==> src/rtl/rf_pkg.sv <==
// Shared constants and state encoding for the register-file writeback arbiter.
package rf_pkg;

  localparam int RF_WIDTH      = 32;
  localparam int RF_ADDR_WIDTH = 5;
  localparam int REG_ZERO      = 0;

  typedef enum logic {
    ST_ARB   = 1'b0,
    ST_CLEAR = 1'b1
  } rf_state_e;

endpackage

==> src/rtl/rf_wb_arbiter_if.sv <==
// Writeback requester / register-file write port bundle; master drives requests, slave is the arbiter.
interface rf_wb_arbiter_if
  import rf_pkg::*;
#(
  parameter int WIDTH      = RF_WIDTH,
  parameter int ADDR_WIDTH = RF_ADDR_WIDTH
);

  logic                  a_valid;
  logic                  a_ready;
  logic [ADDR_WIDTH-1:0] a_addr;
  logic [WIDTH-1:0]      a_data;
  logic                  b_valid;
  logic                  b_ready;
  logic [ADDR_WIDTH-1:0] b_addr;
  logic [WIDTH-1:0]      b_data;
  logic                  clr_req;
  logic                  clr_busy;
  logic                  W_en;
  logic [ADDR_WIDTH-1:0] W_addr;
  logic [WIDTH-1:0]      W_data;
  logic                  last_grant_b;

  modport master (
    output a_valid, a_addr, a_data, b_valid, b_addr, b_data, clr_req,
    input  a_ready, b_ready, clr_busy, W_en, W_addr, W_data, last_grant_b
  );

  modport slave (
    input  a_valid, a_addr, a_data, b_valid, b_addr, b_data, clr_req,
    output a_ready, b_ready, clr_busy, W_en, W_addr, W_data, last_grant_b
  );

endinterface

==> src/rtl/rf_rr_arb2.sv <==
// Two-way round-robin grant: combinational ready pair, at most one high; the side not
// granted last wins a tie, and inhibit forces both low.
module rf_rr_arb2 (
  input  logic a_valid_i,
  input  logic b_valid_i,
  input  logic last_grant_b_i,
  input  logic inhibit_i,
  output logic a_ready_o,
  output logic b_ready_o
);

  assign a_ready_o = ~inhibit_i & a_valid_i & (~b_valid_i | last_grant_b_i);
  assign b_ready_o = ~inhibit_i & b_valid_i & (~a_valid_i | ~last_grant_b_i);

endmodule

==> src/rtl/rf_wb_arbiter.sv <==
// Shares the register-file write port between ALU (A) and load (B) writeback with 1-cycle
// registered writes, and sweeps registers 1..NUM_REGS-1 to zero on a clear request.
module rf_wb_arbiter
  import rf_pkg::*;
#(
  parameter int WIDTH      = RF_WIDTH,
  parameter int ADDR_WIDTH = RF_ADDR_WIDTH,
  parameter int NUM_REGS   = 2 ** ADDR_WIDTH
) (
  input logic            clock,
  input logic            reset,
  rf_wb_arbiter_if.slave bus
);

  localparam logic [ADDR_WIDTH:0]   CNT_ONE  = (ADDR_WIDTH+1)'(1);
  localparam logic [ADDR_WIDTH:0]   CNT_LAST = (ADDR_WIDTH+1)'(NUM_REGS - 1);
  localparam logic [ADDR_WIDTH-1:0] ADDR_R0  = ADDR_WIDTH'(REG_ZERO);

  rf_state_e             state_q, state_d;
  logic [ADDR_WIDTH:0]   cnt_q, cnt_d;
  logic                  w_en_q, w_en_d;
  logic [ADDR_WIDTH-1:0] w_addr_q, w_addr_d;
  logic [WIDTH-1:0]      w_data_q, w_data_d;
  logic                  clr_busy_q, clr_busy_d;
  logic                  last_grant_b_q, last_grant_b_d;
  logic                  a_rdy, b_rdy, inhibit;

  assign inhibit = ~reset | bus.clr_req | (state_q == ST_CLEAR);

  rf_rr_arb2 u_arb (
    .a_valid_i      (bus.a_valid),
    .b_valid_i      (bus.b_valid),
    .last_grant_b_i (last_grant_b_q),
    .inhibit_i      (inhibit),
    .a_ready_o      (a_rdy),
    .b_ready_o      (b_rdy)
  );

  always_comb begin
    state_d        = state_q;
    cnt_d          = cnt_q;
    w_en_d         = 1'b0;
    w_addr_d       = w_addr_q;
    w_data_d       = w_data_q;
    clr_busy_d     = clr_busy_q;
    last_grant_b_d = last_grant_b_q;
    case (state_q)
      ST_ARB: begin
        if (bus.clr_req) begin
          state_d    = ST_CLEAR;
          clr_busy_d = 1'b1;
          cnt_d      = CNT_ONE;
        end else if (a_rdy) begin
          last_grant_b_d = 1'b0;
          // r0 is hardwired zero: the handshake completes but nothing is written
          if (bus.a_addr != ADDR_R0) begin
            w_en_d   = 1'b1;
            w_addr_d = bus.a_addr;
            w_data_d = bus.a_data;
          end
        end else if (b_rdy) begin
          last_grant_b_d = 1'b1;
          if (bus.b_addr != ADDR_R0) begin
            w_en_d   = 1'b1;
            w_addr_d = bus.b_addr;
            w_data_d = bus.b_data;
          end
        end
      end
      ST_CLEAR: begin
        w_en_d   = 1'b1;
        w_addr_d = cnt_q[ADDR_WIDTH-1:0];
        w_data_d = '0;
        cnt_d    = cnt_q + CNT_ONE;
        if (cnt_q == CNT_LAST) begin
          state_d    = ST_ARB;
          clr_busy_d = 1'b0;
        end
      end
      default: state_d = ST_ARB;
    endcase
  end

  always_ff @(posedge clock) begin
    if (!reset) begin
      state_q        <= ST_ARB;
      cnt_q          <= CNT_ONE;
      w_en_q         <= 1'b0;
      w_addr_q       <= '0;
      w_data_q       <= '0;
      clr_busy_q     <= 1'b0;
      last_grant_b_q <= 1'b1;
    end else begin
      state_q        <= state_d;
      cnt_q          <= cnt_d;
      w_en_q         <= w_en_d;
      w_addr_q       <= w_addr_d;
      w_data_q       <= w_data_d;
      clr_busy_q     <= clr_busy_d;
      last_grant_b_q <= last_grant_b_d;
    end
  end

  assign bus.a_ready      = a_rdy;
  assign bus.b_ready      = b_rdy;
  assign bus.W_en         = w_en_q;
  assign bus.W_addr       = w_addr_q;
  assign bus.W_data       = w_data_q;
  assign bus.clr_busy     = clr_busy_q;
  assign bus.last_grant_b = last_grant_b_q;

endmodule

==> src/flat_wrapper.sv <==
// flat-port wrapper written by rule: the top's interface ports become plain ports
module rf_wb_arbiter_flat import rf_pkg::*;
#(
  parameter int WIDTH      = RF_WIDTH,
  parameter int ADDR_WIDTH = RF_ADDR_WIDTH,
  parameter int NUM_REGS   = 2 ** ADDR_WIDTH
)
  (clock, reset, bus_a_valid, bus_a_addr, bus_a_data, bus_b_valid, bus_b_addr, bus_b_data, bus_clr_req, bus_a_ready, bus_b_ready, bus_clr_busy, bus_W_en, bus_W_addr, bus_W_data, bus_last_grant_b);
  rf_wb_arbiter_if #(.WIDTH(WIDTH), .ADDR_WIDTH(ADDR_WIDTH)) bus_i ();
  input logic clock;
  input logic reset;
  input wire logic [$bits(bus_i.a_valid)-1:0] bus_a_valid;
  input wire logic [$bits(bus_i.a_addr)-1:0] bus_a_addr;
  input wire logic [$bits(bus_i.a_data)-1:0] bus_a_data;
  input wire logic [$bits(bus_i.b_valid)-1:0] bus_b_valid;
  input wire logic [$bits(bus_i.b_addr)-1:0] bus_b_addr;
  input wire logic [$bits(bus_i.b_data)-1:0] bus_b_data;
  input wire logic [$bits(bus_i.clr_req)-1:0] bus_clr_req;
  output wire logic [$bits(bus_i.a_ready)-1:0] bus_a_ready;
  output wire logic [$bits(bus_i.b_ready)-1:0] bus_b_ready;
  output wire logic [$bits(bus_i.clr_busy)-1:0] bus_clr_busy;
  output wire logic [$bits(bus_i.W_en)-1:0] bus_W_en;
  output wire logic [$bits(bus_i.W_addr)-1:0] bus_W_addr;
  output wire logic [$bits(bus_i.W_data)-1:0] bus_W_data;
  output wire logic [$bits(bus_i.last_grant_b)-1:0] bus_last_grant_b;
  assign bus_i.a_valid = bus_a_valid;
  assign bus_i.a_addr = bus_a_addr;
  assign bus_i.a_data = bus_a_data;
  assign bus_i.b_valid = bus_b_valid;
  assign bus_i.b_addr = bus_b_addr;
  assign bus_i.b_data = bus_b_data;
  assign bus_i.clr_req = bus_clr_req;
  assign bus_a_ready = bus_i.a_ready;
  assign bus_b_ready = bus_i.b_ready;
  assign bus_clr_busy = bus_i.clr_busy;
  assign bus_W_en = bus_i.W_en;
  assign bus_W_addr = bus_i.W_addr;
  assign bus_W_data = bus_i.W_data;
  assign bus_last_grant_b = bus_i.last_grant_b;
  rf_wb_arbiter #(.WIDTH(WIDTH), .ADDR_WIDTH(ADDR_WIDTH), .NUM_REGS(NUM_REGS)) u_core (.clock(clock), .reset(reset), .bus(bus_i));
endmodule
==> config.mk <==
export PLATFORM = sky130hd
export DESIGN_NAME = rf_wb_arbiter_flat
export DESIGN_NICKNAME = d
export VERILOG_FILES = /design/src/rtl/rf_pkg.sv /design/src/rtl/rf_wb_arbiter_if.sv /design/src/rtl/rf_rr_arb2.sv /design/src/rtl/rf_wb_arbiter.sv /design/src/flat_wrapper.sv
export SDC_FILE = /design/constraint.sdc
export NUM_CORES = 1
export LEC_CHECK = 0
export BUFFER_PORTS_ARGS = -buffer_cell sky130_fd_sc_hd__buf_2
export CORE_MARGIN = 4
export CORE_UTILIZATION = 47
export CTS_CLUSTER_DIAMETER = 100
export DETAILED_ROUTE_END_ITERATION = 8
export HOLD_SLACK_MARGIN = 0.12
export PLACE_DENSITY = 0.86
export SYNTH_ARGS = -nofsm -noshare
export SYNTH_HDL_FRONTEND = slang
export SYNTH_SLANG_ARGS = --single-unit
export TNS_END_PERCENT = 10
==> constraint.sdc <==
create_clock -name clock -period 4.82 [get_ports clock]
set_input_delay 0.964 -clock clock [delete_from_list [all_inputs] [get_ports clock]]
set_output_delay 0.964 -clock clock [all_outputs]
set_load 0.1 [all_outputs]
==> results.md, run 1 <==
| Metric | Reported | Unit |
|:---|:---|:---|
| Post-Layout Inst Area | 0.002723 | mm² |
| Endpoints failing setup | 0 | - |
| Largest delay contributor family on the critical path | buffers and inverters | - |
| Layout area overhead | 32.12 | % |
| Warnings, synthesis | 0 | - |
| CTS clk-pin slew, worst paths | 80 | ps |
| Number of global-route vias before repair | 1,885 | - |
| Setup TNS | 0 | ps |
| Vias | 2,139 | - |
| Area share of the leading cell type in the synthesized netlist | 0.4566 | - |
| Antenna Diode Count | 0 | - |
| Number of clock sinks seen by CTS | 47 | - |
| Gate power share | 0.338 | - |
| Starting utilization of the core area | 0.5008 | - |
| Number of core rows | 23 | - |
| Worst setup EP type | primary output | - |
| Area taken by flip-flops and latches | 940.9 | µm² |
| Final routed wire length divided by cell count | 14.10 | µm |
| Sequential fraction of design power | 0.437 | - |
| Setup slack on the worst flop-to-flop path | 2220 | ps |
| Xor and xnor fraction of the mapped netlist area | 0 | - |
| Simple-gate share of the synthesized area | 0.1943 | - |
| Core Region | 0.004115 | mm² |
| Initial antenna violation count | 0 | - |
| Net count reported at finish | 429 | - |
| Final count of pins violating max slew | 0 | - |
| Cell with the largest stage delay on the worst path | sky130_fd_sc_hd__buf_2 | - |
| Power density cells | 363.0 | mW/mm² |
| Total overflow reported by the global router | 0 | - |
| Total of hold buffers inserted after clock tree synthesis | 0 | - |
| Startpoint class of the critical path | input port | - |
| Pin count of the biggest net entering global routing | 35 | - |
| Post-synthesis sequential area ratio | 0.4566 | - |
| Cell mode on critical path | sky130_fd_sc_hd__buf_2 | - |
| Min-Delay Startpoint | u_core.bus.clr_busy$_SDFFE_PN0P_ | - |
| Commonest non-fill, non-tap cells in the layout | sky130_fd_sc_hd__buf_2 (120), sky130_fd_sc_hd__nor2_1 (65), sky130_fd_sc_hd__dfxtp_1 (47), sky130_fd_sc_hd__o221ai_1 (29), sky130_fd_sc_hd__a21oi_1 (12) | - |
| Net switching power | 0.3977 | mW |
| Global-route wire length before repair | 8673 | µm |
| Hold Fails Final Rpt | 0 | - |
| R2r worst-path depth | 5 | - |
| Path category of the worst min-delay check | reg2reg | - |
| Die area | 0.005508 | mm² |
| Most frequent standard cell in the layout excluding fill and tap cells | sky130_fd_sc_hd__buf_2 | - |
| Crit path max fanout | 11 | - |
| Drt first-iter violations | 127 | - |
| Post-route clock period utilization | 0.6330 | - |
| Area taken by multi-input logic gates | 988.4 | µm² |
| Avg Vias per Cell | 5.348 | - |
| Floorplan die width | 74.22 | µm |
| Largest family of logic cells by synthesized area | compound AO/OA/AOI/OAI gates | - |
| Endpoint of the most critical register-to-register path | u_core.bus.W_data[18]$_SDFFE_PN0P_ | - |
| RePlAce Congestion | 0.8652 | - |
| Number of logic stages on the critical path including buffering | 5 | - |
| I/O pin cnt | 121 | - |
| Synthesized instance count | 239 | - |
| Achievable Freq | 327.8 | MHz |
| Post-synthesis mux area share | 0.04189 | - |
| Data arrival at the endpoint of the critical path | 2090 | ps |
| Flops & latches, synth | 47 | - |
| Switching share of total power | 0.4024 | - |
| Peak supply drop | 0.1584 | mV |
| Cells taking the most area after synthesis | sky130_fd_sc_hd__dfxtp_1 (46%), sky130_fd_sc_hd__o221ai_1 (13%), sky130_fd_sc_hd__nor2_1 (12%) | - |
| Data required time of the worst path | 3860 | ps |
| TritonCTS clock tree | built | - |
| CP peak stage delay | 430 | ps |
| Clock group share of total power | 0.224 | - |
| Run status | finished clean | - |
| Cell type with the highest aggregate area in the netlist | sky130_fd_sc_hd__dfxtp_1 | - |
| Overall fraction of global-route tracks in use | 0.2011 | - |
| Critical path class | in2out | - |
| DP Area | 0.002641 | mm² |
| Count of unique library cells instantiated by Yosys | 31 | - |
| Clock period minus final worst setup slack | 3051 | ps |
| Synthesized area per cell | 8.622 | µm² |
| Remaining max-slew budget at the tightest pin | 0.2583 | - |
| Post-CTS Setup Inserts | 0 | - |
| Later-pin clock latency in the skew report | 290 | ps |
| Router iterations before antenna repair | 4 | - |
| Max Buffers Root-to-Sink | 2 | - |
| Worst Path Buf+Inv | 3 | - |
| Internal Power | 0.5906 | mW |
| RSZ-0062 raised after global routing | no | - |
| Cts repair resizes | 0 | - |
| Hold path endpoint | u_core.bus.clr_busy$_SDFFE_PN0P_ | - |
| Transition time at the pin with the least slew margin | 1112 | ps |
| Worst clock skew | 2.665 | ps |
| Number of cells on the worst hold path | 2 | - |
| Worst-path cell chain | buf_2 -> and4bb_2 -> nand2_1 -> inv_1 -> buf_2 | - |
| Compound-cell area share of the yosys netlist | 0.2332 | - |
| Leakage power | 1.325 | nW |
| Num CTS Buffers | 5 | - |
| I/O Buffers | 120 | - |
| Syn Nets | 319 | - |
| Total wire length | 5639 | µm |
| Max-capacitance violation count | 0 | - |
| Post-synthesis adder-cell area fraction | 0.006072 | - |
| Y dimension of the die | 74.22 | µm |
| Remaining antenna violation count | 0 | - |
| Fill cells | 373 | - |
| Cell at the root of the clock tree | sky130_fd_sc_hd__clkbuf_8 | - |
| Startpoint of the worst register-to-register path | u_core.state_q$_SDFF_PN0_ | - |
| Share of layout cells above drive strength 1 | 0.4000 | - |
| Cell area after technology mapping | 0.002061 | mm² |
| Residual DRC | 0 | - |
| Half-perimeter wire length of the detailed placement result | 4265 | µm |
| Htree depth | 2 | - |
## state kept, by name, indices dropped and copies added, names as in the netlist
register / cells
u_core.cnt_q: 6
u_core.bus.clr_busy: 1
u_core.bus.W_data: 32
u_core.state_q: 1
u_core.bus.W_addr: 5
u_core.bus.last_grant_b: 1
u_core.bus.W_en: 1
## worst reg2reg max path: cells and delay by family, from the launching register on
kind             cells  cell delay (ps)
flip-flops           1              630
AND/OR/NAND/NOR      3             1410
AO/OA/AOI/OAI        2              500
## metrics by stage
stage / power (mW) / hold WS, ps / cells / worst slack [ps] / utilization
floorplan: 0.7035 / 475.3 / 239 / 1739 / -
finish: 0.9883 / 458.2 / 400 / 1769 / 0.6616
global placement: 0.7735 / 435.2 / 392 / 1560 / 0.6418
detailed placement: 0.7769 / 454.2 / 392 / 1536 / 0.6418
global route: 1.037 / 489.3 / 400 / 1634 / 0.6616
CTS: 1.000 / 467.5 / 400 / 1770 / 0.6616
## per-layer routing
metal	global-route usage	share of wire	routed length, µm	up-vias
li1	-	-	-	1084
met1	0.2608	0.41	2300	940
met2	0.3317	0.47	2666	108
met3	0.04189	0.10	588	7
met4	0.07312	0.015	84	0
met5	0	0	0	-
## synthesized netlist by cell type, drive strengths merged
| library cell | count |
|---|---|
| or3 | 1 |
| clkbuf | 9 |
| and2 | 2 |
| nand3 | 6 |
| o311a | 3 |
| a211oi | 2 |
| nor3 | 2 |
| o21ai | 9 |
| or2 | 4 |
| nand2 | 4 |
| nor2 | 66 |
| and4bb | 1 |
| dfxtp | 47 |
| buf | 11 |
| o221ai | 30 |
| a21oi | 12 |
| ha | 1 |
| nand2b | 1 |
| o2bb2ai | 1 |
| inv | 7 |
| o211ai | 1 |
| mux2i | 3 |
| o2111ai | 1 |
| or4 | 2 |
| mux2 | 5 |
| o31ai | 5 |
| nor3b | 1 |
| nand4 | 2 |
## power by group through the flow
stage / clock network, mW / registers (mW) / logic, mW
after floorplan: 0 / 0.625 / 0.0786
after global placement: 0 / 0.440 / 0.333
after detailed placement: 0 / 0.441 / 0.335
after CTS: 0.232 / 0.432 / 0.336
after global routing: 0.248 / 0.436 / 0.354
final: 0.221 / 0.432 / 0.335
## layout make-up
class,count,share of cell area
sequential,47,0.3456
inverter,7,0.009651
tap,50,0.02298
multi-input combinational,165,0.3631
clock inverter,1,0.001838
clock buffer,7,0.02803
timing repair buffer,123,0.2289
## worst max-delay path by stage
stage / slack, ps / start / end
floorplan: 1740 / reset / bus_a_ready
global placement: 1560 / bus_a_addr[3] / u_core.bus.W_data[9]$_SDFFE_PN0P_
detailed placement: 1540 / bus_a_addr[3] / u_core.bus.W_data[18]$_SDFFE_PN0P_
CTS: 1770 / reset / bus_b_ready
global route: 1630 / bus_a_addr[3] / u_core.bus.W_data[23]$_SDFFE_PN0P_
finish: 1770 / reset / bus_b_ready
## cell families after synthesis
group,count (synthesis)
buffers and inverters,27
muxes,8
and+or+nand+nor,92
adders and majority gates,1
AOI/OAI and AO/OA,64
DFF,47
(Power assumes the default switching activity.)
==> run 2: changes to the inputs <==
--- a/config.mk
+++ b/config.mk
@@ -7,11 +7,11 @@
 export LEC_CHECK = 0
 export BUFFER_PORTS_ARGS = -buffer_cell sky130_fd_sc_hd__buf_2
 export CORE_MARGIN = 4
-export CORE_UTILIZATION = 47
+export CORE_UTILIZATION = 43
 export CTS_CLUSTER_DIAMETER = 100
 export DETAILED_ROUTE_END_ITERATION = 8
 export HOLD_SLACK_MARGIN = 0.12
-export PLACE_DENSITY = 0.86
+export PLACE_DENSITY = 0.8
 export SYNTH_ARGS = -nofsm -noshare
 export SYNTH_HDL_FRONTEND = slang
 export SYNTH_SLANG_ARGS = --single-unit
==> constraint.sdc (replaced) <==
create_clock -name clock -period 2.95 [get_ports clock]
set_input_delay 0.59 -clock clock [delete_from_list [all_inputs] [get_ports clock]]
set_output_delay 0.59 -clock clock [all_outputs]
set_load 0.1 [all_outputs]
==> run 2 against run 1 <==
Net effect:
- die area grew 8.3%
- largest power group unchanged
- largest cell class unchanged
- sequential power is 63% higher
- core utilization shrank 4.4 points
- critical path depth down 1
==> results.md, run 2 (same netlist as run 1, synthesis figures left out) <==
| Metric | Reported | Unit |
|:---|:---|:---|
| Share of layout cells above drive strength 1 | 0.4124 | - |
| I/O Buffers | 120 | - |
| Switching share of total power | 0.3967 | - |
| Worst clock skew | 6.687 | ps |
| Min-Delay Startpoint | u_core.bus.clr_busy$_SDFFE_PN0P_ | - |
| Total wire length | 5758 | µm |
| Setup TNS | 0 | ps |
| Final count of pins violating max slew | 0 | - |
| Max-capacitance violation count | 0 | - |
| Number of clock sinks seen by CTS | 47 | - |
| Achievable Freq | 420.4 | MHz |
| Critical path class | reg2out | - |
| Post-CTS Setup Inserts | 0 | - |
| Final routed wire length divided by cell count | 14.18 | µm |
| Initial antenna violation count | 0 | - |
| Die area | 0.005964 | mm² |
| Later-pin clock latency in the skew report | 280 | ps |
| TritonCTS clock tree | built | - |
| Commonest non-fill, non-tap cells in the layout | sky130_fd_sc_hd__buf_2 (119), sky130_fd_sc_hd__nor2_1 (65), sky130_fd_sc_hd__dfxtp_1 (47), sky130_fd_sc_hd__o221ai_1 (29), sky130_fd_sc_hd__a21oi_1 (12) | - |
| Layout area overhead | 35.09 | % |
| Post-route clock period utilization | 0.8063 | - |
| Antenna Diode Count | 0 | - |
| Path category of the worst min-delay check | reg2reg | - |
| Clock period minus final worst setup slack | 2379 | ps |
| Remaining max-slew budget at the tightest pin | 0.5171 | - |
| Sequential fraction of design power | 0.431 | - |
| Max Buffers Root-to-Sink | 2 | - |
| Startpoint class of the critical path | flop | - |
| Cell at the root of the clock tree | sky130_fd_sc_hd__clkbuf_8 | - |
| Remaining antenna violation count | 0 | - |
| Setup crit start | u_core.state_q$_SDFF_PN0_ | - |
| Global-route wire length before repair | 8887 | µm |
| Y dimension of the die | 77.23 | µm |
| Data required time of the worst path | 2360 | ps |
| Flip-flop count of the largest register, all copies and words added | 32 | - |
| Starting utilization of the core area | 0.4575 | - |
| Number of core rows | 24 | - |
| Half-perimeter wire length of the detailed placement result | 4284 | µm |
| RSZ-0062 raised after global routing | no | - |
| Htree depth | 2 | - |
| Number of cells on the worst hold path | 2 | - |
| Leakage power | 1.355 | nW |
| Cts repair resizes | 0 | - |
| Net switching power | 0.6493 | mW |
| Count of placed standard cells in the final layout, fillers left out | 406 | - |
| Clock group share of total power | 0.230 | - |
| CTS clk-pin slew, worst paths | 80 | ps |
| Cell count after placement | 399 | - |
| Transition time at the pin with the least slew margin | 721.7 | ps |
| Avg Vias per Cell | 5.313 | - |
| Drt first-iter violations | 68 | - |
| Internal Power | 0.9875 | mW |
| Num CTS Buffers | 5 | - |
| Fill cells | 418 | - |
| Residual DRC | 0 | - |
| Vias | 2,157 | - |
| Data arrival at the endpoint of the critical path | 1790 | ps |
| Peak supply drop | 0.2303 | mV |
| Floorplan die width | 77.23 | µm |
| Hold Fails Final Rpt | 0 | - |
| Power density cells | 587.9 | mW/mm² |
| Startpoint of the worst register-to-register path | u_core.state_q$_SDFF_PN0_ | - |
| Endpoints failing setup | 0 | - |
| Core Region | 0.004504 | mm² |
| Worst setup EP type | primary output | - |
| R2r worst-path depth | 6 | - |
| I/O pin cnt | 121 | - |
| Net count reported at finish | 434 | - |
| Pin count of the biggest net entering global routing | 31 | - |
| Setup slack on the worst flop-to-flop path | 800 | ps |
| Endpoint of the most critical register-to-register path | u_core.bus.W_data[31]$_SDFFE_PN0P_ | - |
| Crit path max fanout | 16 | - |
| Total overflow reported by the global router | 0 | - |
| Total of hold buffers inserted after clock tree synthesis | 0 | - |
| Run status | finished clean | - |
| RePlAce Congestion | 0.8682 | - |
| Most frequent standard cell in the layout excluding fill and tap cells | sky130_fd_sc_hd__buf_2 | - |
| Router iterations before antenna repair | 4 | - |
| Hold path endpoint | u_core.bus.clr_busy$_SDFFE_PN0P_ | - |
| Gate power share | 0.338 | - |
| Overall fraction of global-route tracks in use | 0.1842 | - |
| Number of global-route vias before repair | 1,800 | - |
-- run 2: per-stage QoR --
stage / setup WS, ps / utilization / area [µm²] / hold WS [ps] / total power, mW
finish: 571.3 / 0.6181 / 2784 / 450.2 / 1.637
global route: 461.9 / 0.6181 / 2784 / 489.0 / 1.723
CTS: 558.9 / 0.6181 / 2784 / 453.5 / 1.657
detailed placement: 633.2 / 0.5986 / 2696 / 442.6 / 1.275
global placement: 683.0 / 0.5986 / 2696 / 431.3 / 1.271
floorplan: 275.2 / - / 2061 / 475.3 / 1.150
-- run 2: power groups by stage --
stage               logic (mW)  registers (mW)  clock network [mW]
CTS                      0.555           0.706               0.395
detailed placement       0.554           0.721                   0
finish                   0.554           0.706               0.377
floorplan                0.128            1.02                   0
global placement         0.550           0.721                   0
global route             0.580           0.713               0.430
-- run 2: area by class of cell --
cell class                      instances  area (µm²)  area share
Clock buffer                            6       82.58     0.02966
Tap cell                               52       65.06     0.02337
Sequential cell                        47       940.9      0.3380
Clock inverter                          1       5.005    0.001798
Timing Repair Buffer                  128       675.6      0.2427
Multi-Input combinational cell        165       988.4      0.3551
Inverter                                7       26.28    0.009438
-- run 2: worst max-delay path by stage --
stage | end | slack, ps
5_1_grt | bus_b_ready | 460
6_report | bus_b_ready | 570
2_1_floorplan | bus_a_ready | 280
3_5_place_dp | u_core.bus.W_data[13]$_SDFFE_PN0P_ | 630
3_3_place_gp | bus_b_ready | 680
4_1_cts | bus_b_ready | 560
-- run 2: per-layer routing --
metal	global-route usage	vias up	part of all wire
li1	-	1094	-
met1	0.2430	956	0.45
met2	0.2979	105	0.46
met3	0.03864	2	0.084
met4	0.06228	0	0.0063
met5	0	-	0
-- run 2: critical path: stages, from the launching register on --
cell                       delay, ps
sky130_fd_sc_hd__dfxtp_1         470
sky130_fd_sc_hd__and4bb_2        410
sky130_fd_sc_hd__nand2_1         120
sky130_fd_sc_hd__inv_1            80
sky130_fd_sc_hd__buf_2           420
